===== src/rtl/lvds_pkg.sv =====
// Shared command codes and scheduler state encoding for the
// fire command path.
package lvds_pkg;

    localparam logic [3:0] CMD_PREFILL       = 4'hA;
    localparam logic [3:0] CMD_UP            = 4'h1;
    localparam logic [3:0] CMD_DOWN          = 4'h2;
    localparam logic [3:0] CMD_SHAKE_UP      = 4'h3;
    localparam logic [3:0] CMD_PRINT         = 4'h4;
    localparam logic [3:0] CMD_SHAKE_DOWN    = 4'h5;
    localparam logic [3:0] CMD_SHAKE_BEFORE  = 4'h6;
    localparam logic [3:0] CMD_SHAKE_BETWEEN = 4'h9;
    localparam logic [3:0] CMD_PASS_END      = 4'hE;

    typedef enum logic [1:0] {
        S_IDLE,
        S_RUN,
        S_GAP,
        S_INT
    } sched_state_t;

    function automatic logic is_valid_cmd(logic [3:0] c);
        case (c)
            CMD_PREFILL, CMD_UP, CMD_DOWN,
            CMD_SHAKE_UP, CMD_PRINT, CMD_SHAKE_DOWN,
            CMD_SHAKE_BEFORE, CMD_SHAKE_BETWEEN,
            CMD_PASS_END: is_valid_cmd = 1'b1;
            default:      is_valid_cmd = 1'b0;
        endcase
    endfunction

endpackage


===== src/rtl/cmd_fifo.sv =====
// Synchronous command queue; a pop frees a slot for a push
// in the same cycle even when full.
module cmd_fifo #(
    parameter  int WIDTH = 4,
    parameter  int DEPTH = 4,
    localparam int LW    = $clog2(DEPTH + 1),
    localparam int PW    = (DEPTH > 1) ? $clog2(DEPTH) : 1
) (
    input  logic             clk,
    input  logic             rstn,
    input  logic             push,
    input  logic [WIDTH-1:0] din,
    input  logic             pop,
    output logic [WIDTH-1:0] dout,
    output logic             full,
    output logic             empty,
    output logic [LW-1:0]    level
);

    logic [WIDTH-1:0] mem [DEPTH];
    logic [PW-1:0]    wr_ptr;
    logic [PW-1:0]    rd_ptr;
    logic             do_push;
    logic             do_pop;

    function automatic logic [PW-1:0] ptr_next(logic [PW-1:0] p);
        if (p == PW'(DEPTH - 1))
            ptr_next = '0;
        else
            ptr_next = p + 1'b1;
    endfunction

    assign empty   = (level == '0);
    assign full    = (level == LW'(DEPTH));
    assign do_pop  = pop && !empty;
    assign do_push = push && (!full || do_pop);
    assign dout    = mem[rd_ptr];

    always_ff @(posedge clk) begin
        if (do_push)
            mem[wr_ptr] <= din;
    end

    always_ff @(posedge clk or negedge rstn) begin
        if (!rstn) begin
            wr_ptr <= '0;
            rd_ptr <= '0;
            level  <= '0;
        end else begin
            if (do_push)
                wr_ptr <= ptr_next(wr_ptr);
            if (do_pop)
                rd_ptr <= ptr_next(rd_ptr);
            case ({do_push, do_pop})
                2'b10:   level <= level + 1'b1;
                2'b01:   level <= level - 1'b1;
                default: level <= level;
            endcase
        end
    end

endmodule


===== src/rtl/fire_cmd_scheduler.sv =====
// Turns mainboard FIRE events into paced waveform launches and
// the pass-end interrupt.
module fire_cmd_scheduler
    import lvds_pkg::*;
#(
    parameter int FIFO_DEPTH = 4,
    parameter int MIN_GAP    = 200,
    parameter int TIMEOUT    = 50000,
    parameter int INT_CYCLES = 100
) (
    input  logic       clk,
    input  logic       rstn,
    input  logic       fire_in,
    input  logic [3:0] f_cmd,
    input  logic       wave_done,
    input  logic       sticky_clr,
    output logic       wave_start,
    output logic [3:0] wave_cmd,
    output logic       fpga_int1,
    output logic [2:0] q_level,
    output logic       err_overrun,
    output logic       err_badcmd,
    output logic       err_timeout
);

    localparam int LW = $clog2(FIFO_DEPTH + 1);

    sched_state_t state;
    logic [15:0]  cnt;
    logic         pend_end;

    logic         fire_s1, fire_s2, fire_s3;
    logic [3:0]   cmd_s1, cmd_s2;

    logic         fire_evt;
    logic         end_evt;
    logic         bad_evt;
    logic         ovr_evt;
    logic         tmo_evt;
    logic         push;
    logic         pop;
    logic         full;
    logic         empty;
    logic [3:0]   head;
    logic [LW-1:0] level;

    // fire_s3 only delays the synchronised level for edge detection
    always_ff @(posedge clk or negedge rstn) begin
        if (!rstn) begin
            fire_s1 <= 1'b0;
            fire_s2 <= 1'b0;
            fire_s3 <= 1'b0;
            cmd_s1  <= '0;
            cmd_s2  <= '0;
        end else begin
            fire_s1 <= fire_in;
            fire_s2 <= fire_s1;
            fire_s3 <= fire_s2;
            cmd_s1  <= f_cmd;
            cmd_s2  <= cmd_s1;
        end
    end

    assign fire_evt = fire_s2 && !fire_s3;
    assign end_evt  = fire_evt && (cmd_s2 == CMD_PASS_END);
    assign bad_evt  = fire_evt && !is_valid_cmd(cmd_s2);
    assign push     = fire_evt && is_valid_cmd(cmd_s2) && !end_evt;
    assign pop      = (state == S_IDLE) && !empty;
    assign ovr_evt  = push && full && !pop;
    assign tmo_evt  = (state == S_RUN) && !wave_done
                   && (cnt == 16'(TIMEOUT - 1));
    assign q_level  = 3'(level);

    cmd_fifo #(
        .WIDTH (4),
        .DEPTH (FIFO_DEPTH)
    ) u_fifo (
        .clk   (clk),
        .rstn  (rstn),
        .push  (push),
        .din   (cmd_s2),
        .pop   (pop),
        .dout  (head),
        .full  (full),
        .empty (empty),
        .level (level)
    );

    always_ff @(posedge clk or negedge rstn) begin
        if (!rstn) begin
            state      <= S_IDLE;
            cnt        <= '0;
            wave_start <= 1'b0;
            wave_cmd   <= '0;
            fpga_int1  <= 1'b1;
            pend_end   <= 1'b0;
        end else begin
            wave_start <= 1'b0;
            // repeated pass-end requests collapse into one interrupt
            if (end_evt && state != S_INT)
                pend_end <= 1'b1;
            case (state)
                S_IDLE: begin
                    cnt <= '0;
                    if (!empty) begin
                        wave_start <= 1'b1;
                        wave_cmd   <= head;
                        state      <= S_RUN;
                    end else if (pend_end) begin
                        pend_end  <= 1'b0;
                        fpga_int1 <= 1'b0;
                        state     <= S_INT;
                    end
                end
                S_RUN: begin
                    if (wave_done || tmo_evt) begin
                        cnt   <= '0;
                        state <= S_GAP;
                    end else begin
                        cnt <= cnt + 1'b1;
                    end
                end
                S_GAP: begin
                    if (cnt == 16'(MIN_GAP - 1)) begin
                        cnt   <= '0;
                        state <= S_IDLE;
                    end else begin
                        cnt <= cnt + 1'b1;
                    end
                end
                S_INT: begin
                    if (cnt == 16'(INT_CYCLES - 1)) begin
                        cnt       <= '0;
                        fpga_int1 <= 1'b1;
                        state     <= S_IDLE;
                    end else begin
                        cnt <= cnt + 1'b1;
                    end
                end
                default: state <= S_IDLE;
            endcase
        end
    end

    // a set event in the clear cycle keeps the flag up
    always_ff @(posedge clk or negedge rstn) begin
        if (!rstn) begin
            err_overrun <= 1'b0;
            err_badcmd  <= 1'b0;
            err_timeout <= 1'b0;
        end else begin
            if (ovr_evt)
                err_overrun <= 1'b1;
            else if (sticky_clr)
                err_overrun <= 1'b0;
            if (bad_evt)
                err_badcmd <= 1'b1;
            else if (sticky_clr)
                err_badcmd <= 1'b0;
            if (tmo_evt)
                err_timeout <= 1'b1;
            else if (sticky_clr)
                err_timeout <= 1'b0;
        end
    end

endmodule

===== config.mk =====
export PLATFORM = sky130hd
export DESIGN_NAME = fire_cmd_scheduler
export DESIGN_NICKNAME = d
export VERILOG_FILES = /design/src/rtl/lvds_pkg.sv /design/src/rtl/cmd_fifo.sv /design/src/rtl/fire_cmd_scheduler.sv
export SDC_FILE = /design/constraint.sdc
export NUM_CORES = 1
export LEC_CHECK = 0
export BUFFER_PORTS_ARGS = -buffer_cell sky130_fd_sc_hd__buf_2
export CORE_UTILIZATION = 45
export DETAILED_ROUTE_END_ITERATION = 8
export HOLD_SLACK_MARGIN = 0.05
export SLEW_MARGIN = 5
export SYNTH_ARGS = -nofsm -noshare
export SYNTH_HDL_FRONTEND = slang
export SYNTH_SLANG_ARGS = --single-unit
export TNS_END_PERCENT = 100

===== constraint.sdc =====
create_clock -name clk -period 3.6 [get_ports clk]
set_input_delay 0.54 -clock clk [delete_from_list [all_inputs] [get_ports clk]]
set_output_delay 0.54 -clock clk [all_outputs]
set_load 0.05 [all_outputs]

## Word-level counts from Yosys, hierarchy flattened

Memory sizes are Yosys's and may differ from the RTL's. A register that Yosys moved wholly into a read port is not among the register bits.
Cells that the tools add are included.

- Register bits: 42
- Bits in writable memories: 16
- Memory bits (read-only): 32
- Output and inout bits: 12
- Logic and storage cells: 106
- Memories kept: 3

Memories:

| name | words | width | read ports | clocked after Yosys merged registers in | write ports | RTL line | RTL |
|---|---|---|---|---|---|---|---|
| (name not given) | 16 | 1 | 1 | 0 | 0 | lvds_pkg.sv:23 | `case (c)` |
| (name not given) | 16 | 1 | 1 | 0 | 0 | lvds_pkg.sv:23 |  |
| u_fifo.mem | 4 | 4 | 1 | 1 | 1 | cmd_fifo.sv:20 | `logic [WIDTH-1:0] mem [DEPTH];` |

- $add $sub $neg: 5
- Equality and inequality tests: 19
- Multiplexer cells: 29
- Bitwise gates (word level): 1
- Reduce and logical (&&, ||, !) cells: 33

Operator list:

| operator | number |
|---|---|
| case mux 16 bit (4 select lines) | 1 |
| two-way mux 16 bit | 3 |
| adder 16 x 1 -> 16 bit (second input constant) | 1 |
| equality test 16 bit (second input constant) | 1 |
| equality test 16 x 7 -> 1 bit (second input constant) | 1 |
| equality test 16 x 8 -> 1 bit (second input constant) | 1 |
| two-way mux 1 bit | 15 |
| two-way mux 2 bit | 7 |
| logical AND 1 bit | 13 |
| equality test 2 bit (second input constant) | 5 |
| != test 2 bit (second input constant) | 5 |
| nonzero test 2 bit | 5 |
| zero test 1 bit | 8 |
| case mux 2 bit (4 select lines) | 1 |
| AND reduction 4 bit | 2 |
| case mux 3 bit (2 select lines) | 1 |
| adder 2 x 1 -> 2 bit (second input constant) | 2 |
| equality test 2 x 1 -> 1 bit (second input constant) | 2 |
| equality test 4 bit (second input constant) | 1 |
| adder 3 x 1 -> 3 bit (second input constant) | 1 |
| equality test 3 bit (second input constant) | 1 |
| zero test 3 bit | 1 |
| != test 3 bit (second input constant) | 1 |
| subtractor 3 x 1 -> 3 bit (second input constant) | 1 |
| 6 further kinds | 7 |

## Longest topological paths before layout

- Depth in word-level cells: 8
- Gate-level depth with buffers: 12

## Hierarchy

Synthesis repeated with hierarchy kept, for this count alone.

- Cell total of the unflattened synthesis: 211
- Area total of the unflattened synthesis: 2854.0 um2

By module, submodules not included:

| module | instances | cells each | area an instance (um2) |
|---|---|---|---|
| fire_cmd_scheduler | 1 | 149 | 1814.2 |
| cmd_fifo | 1 | 62 | 1039.7 |

## Least setup slack after synthesis

No wires, ideal clock.

- Path type: flip-flop to flip-flop
- From: reg u_fifo.level[0]
- To: reg u_fifo.level[2]
- Setup time: 0.145 ns
- Arrival time: 2.232 ns
- Data required time: 3.455 ns
- Path slack: 1.223 ns
- Stages on the path, launching flop included: 11
- Buffers on the path: 1
- Clock period less this slack: 2.377 ns
- Cells stage by stage: dfrtp_1 > nor3_1 > nand2b_1 > clkbuf_1 > inv_1 > ha_1 > inv_1 > fa_1 > xor2_1 > nor2_1 > xor2_1

- Cells in the longest elaborated chain, start to end: 8

Ends and longest elaborated chain:

| what | RTL line | RTL |
|---|---|---|
| start, declared | cmd_fifo.sv:17 | `output logic [LW-1:0] level` |
| start signal, assigned | cmd_fifo.sv:55 | `2'b10: level <= level + 1'b1;` |
| start signal, assigned | cmd_fifo.sv:56 | `2'b01: level <= level - 1'b1;` |
| start signal, assigned | cmd_fifo.sv:57 | `default: level <= level;` |
| zero test 3 bit * | cmd_fifo.sv:33 | `assign empty = (level == '0);` |
| zero test 1 bit * | fire_cmd_scheduler.sv:68 | `assign pop = (state == S_IDLE) && !empty;` |
| logical AND 1 bit * | fire_cmd_scheduler.sv:68 |  |
| via pop | fire_cmd_scheduler.sv:41 | `logic pop;` |
| logical AND 1 bit * | cmd_fifo.sv:35 | `assign do_pop = pop && !empty;` |
| logical OR 1 bit | cmd_fifo.sv:36 | `assign do_push = push && (!full \|\| do_pop);` |
| logical AND 1 bit | cmd_fifo.sv:36 |  |
| equality test 2 x 1 -> 1 bit or equality test 2 bit (tied branches) | cmd_fifo.sv:54 | `case ({do_push, do_pop})` |
| case mux 3 bit (2 select lines) or nonzero test 2 bit (tied branches) | -- |  |

The timed path passes the listed nets; every way through them passes the cells marked *.
A chain may end at the register's enable or synchronous reset.

## Worst setup path in the final report

- From: reg cmd_s2[1]
- To: reg u_fifo.level[2]

- Cells in the longest elaborated chain, start to end: 7

Ends and longest elaborated chain:

| what | RTL line | RTL |
|---|---|---|
| start, declared | fire_cmd_scheduler.sv:33 | `logic [3:0] cmd_s1, cmd_s2;` |
| start signal, assigned | fire_cmd_scheduler.sv:60 | `cmd_s2 <= cmd_s1;` |
| branches (longest 3 deep; another with memory read (16 x 1 bit)) | -- |  |
| logical AND 1 bit * | fire_cmd_scheduler.sv:67 | `assign push = fire_evt && is_valid_cmd(cmd_s2) && !end_evt;` |
| logical AND 1 bit * | cmd_fifo.sv:36 |  |
| equality test 2 x 1 -> 1 bit or equality test 2 bit (tied branches) | cmd_fifo.sv:54 |  |
| case mux 3 bit (2 select lines) or nonzero test 2 bit (tied branches) | -- |  |

Every way passes the cells marked *.

==> out/metrics.yaml <==
run_status:
  status: "complete, no violations"
hold_path:
  worstHoldPathType: "in2reg"
setup_path:
  cp-start-kind: "register"
  endpoint_kind: "register"
  crit_path_max_fanout: 7
  required_ns: 3.81
  r2r_setup_slack_ns: 1.11
  path_class: "reg2reg"
  cp_data_arrival_time_ns: 2.70
timing:
  hold_ws_ns: 0.3224
  rsz0062_at_grt: "false"
  tightest_slew_ns: 1.017
  fin_crit_sh_pct: 69.13
  maxSlewHeadroom_pct: 32.20
  maxSlewViolCount: 0
  final_hold_viol_count: 0
  setup_viol: 0
  fin_setup_tns_ns: 0
  fin_skew_ns: 0.009438
  period_needed_ns: 2.489
  fin_ws_ns: 1.111
  fmax_ghz: 0.4018
finish:
  area_growth_pct: 12.61
  nNetsFinal: 268
  antenna_cells: 0
  stdcell_area_um2: 3163
  multi_input_area_um2: 1056
  num-fill-cells: 501
  drive_gt1_share_pct: 21.74
  final_common_cell: "dfrtp_1"
  mostFrequentLayoutCells: "dfrtp_1, nor3_1, buf_2"
  regArea_um2: 1633
job:
  drv_cap: 0
place:
  io_buffers: 20
  place.gp.congestion: 0.7891
  post-place-ws_ns: 1.110
  dp_hpwl_um: 3296
  dpl_cell_area_um2: 2958
synth:
  synth_top_area_share_pct: 40.09
  synth_seq_area_share_pct: 58.13
  ys_seq_elements: 62
  syn_nets: 245
  syn-instance-count: 225
  synth_area_leaders: "dfrtp_1, edfxtp_1, ha_1"
  ys.flop_type: "dfrtp_1"
  synth.distinct_cells: 49
  synth_warnings: 0
  syn_area_um2: 2809
  async_reset_ff_share_pct: 74.19
  synth-edff-count: 16
  yosysTopAreaCell: "dfrtp_1"
  synth.avg_cell_area_um2: 12.48
grt:
  track_usage_pct: 17.38
  overflow: 0
  antenna_found_initial: 0
  grt_max_degree: 47
  grt_first_pass_wirelength_um: 8307
  grt_pass1_vias: 1734
routing:
  dr_total_vias: 1739
  viasPerCell: 5.302
  drc: 0
  drtIter0Drc: 71
  first_pass_iters: 5
  wl_um: 4809
  detail-route-antenna-nets: 0
  post_drt_wl_per_cell_um: 14.66
cts:
  clkTransAtPathRegs_ns: 0.07
  cts_sinks: 62
  cts.repair.resized: 0
  numCtsBuffers: 9
  htree_levels: 3
  cts_tree: "done"
  post-cts-setup-buffers: 0
  cts_buffer_depth: 2
  cts_root_buf: "clkbuf_8"
  hold_buffers: 0
  insertion_delay_ns: 0.32
floorplan:
  num_rows: 28
  die_w_um: 81.01
  die_area_um2: 6562
  die_h_um: 81.01
  initial_core_util_pct: 47.16
  core_area_um2: 5956
  pin_count: 21
pwr:
  p_per_area_nw_per_um2: 528.4
  ir_worst_vdd_uv: 427.6
  leakage_nw: 1.366
## worst max-delay path: stages, from the launching register on
cell     delay, ns
dfrtp_1       0.45
inv_1         0.08
ha_1          0.17
or2_2         0.29
a21oi_1       0.23
o211a_1       0.29
inv_1         0.06
ha_1          0.20
inv_1         0.07
fa_1          0.18
xor2_1        0.15
nor2_1        0.06
xor2_1        0.14
## final cells by class
| type | instances | share of cell area [%] |
|---|---|---|
| Clock buffer | 11 | 4.153 |
| Clock inverter | 5 | 2.334 |
| Inverter | 18 | 2.136 |
| Multi-Input combinational cell | 136 | 33.39 |
| Sequential cell | 62 | 51.62 |
| Tap cell | 75 | 2.967 |
| Timing Repair Buffer | 21 | 3.402 |
## worst paths after layout
path                                     start                          end  depth (start not counted)
min in group asynchronous                 rstn      wave_cmd[0]$_DFFE_PN0P_                          1
max in group asynchronous                 rstn          cmd_s2[1]$_DFF_PN0_                          1
hold / removal                        f_cmd[2]          cmd_s1[2]$_DFF_PN0_                          1
setup reg to reg           cmd_s2[1]$_DFF_PN0_  u_fifo.level[2]$_DFFE_PN0P_                         12
hold reg to reg            cmd_s1[3]$_DFF_PN0_          cmd_s2[3]$_DFF_PN0_                          0
setup / recovery           cmd_s2[1]$_DFF_PN0_  u_fifo.level[2]$_DFFE_PN0P_                         12
## synth_stat cells (3+ instances only)
master	count
dfrtp_1	45
nor3_1	20
inv_1	18
edfxtp_1	16
ha_1	10
xnor2_1	10
nor2_1	8
a21oi_1	7
mux2_2	7
nand2_1	6
nand3_1	6
nand4_1	5
o21ai_0	5
xor2_1	5
and2_1	4
mux4_2	4
nor3b_1	4
a31oi_1	3
buf_2	3
clkbuf_1	3
nor4bb_1	3
## where the power goes
part / total, mW / leakage, nW / internal, mW / switching [mW]
Sequential: 0.812 / 0.725 / 0.770 / 0.0426
Clock: 0.634 / 0.105 / 0.386 / 0.248
Combinational: 0.226 / 0.536 / 0.0732 / 0.152
Total: 1.67 / 1.37 / 1.23 / 0.443
## per-stage QoR
stage	util, %	total power [mW]	std cells
6_report	53.11	1.671	328
5_1_grt	53.11	1.759	328
4_1_cts	53.11	1.693	328
3_5_place_dp	49.66	1.054	312
3_3_place_gp	49.66	1.046	312
2_1_floorplan	-	0.9851	225
## metal layers
metal  track usage, %  routed length (µm)  vias to the layer above
li1                 -                   -                      850
met1            22.55                2288                      828
met2            26.05                2182                       49
met3            4.494                 208                       12
met4            10.54                 129                        0
met5                0                   0                        -
## cell families after synthesis
group                      share of synthesized area [%]
AOI/OAI and AO/OA                                  6.726
adders and majority gates                          5.167
DFF                                                58.13
buffers and inverters                              4.276
and+or+nand+nor                                    15.01
xor gates and xnor gates                           4.677
muxes                                              6.014
## flip-flops by register name, summed over array words and instances (netlist names), 2 cells and up
register and count:
state 2, cnt 16, cmd_s2 4, cmd_s1 4
u_fifo.level 3, wave_cmd 4, u_fifo.wr_ptr 2, u_fifo.rd_ptr 2
u_fifo.mem 16
Note: power is estimated with default switching activity, not from simulation.
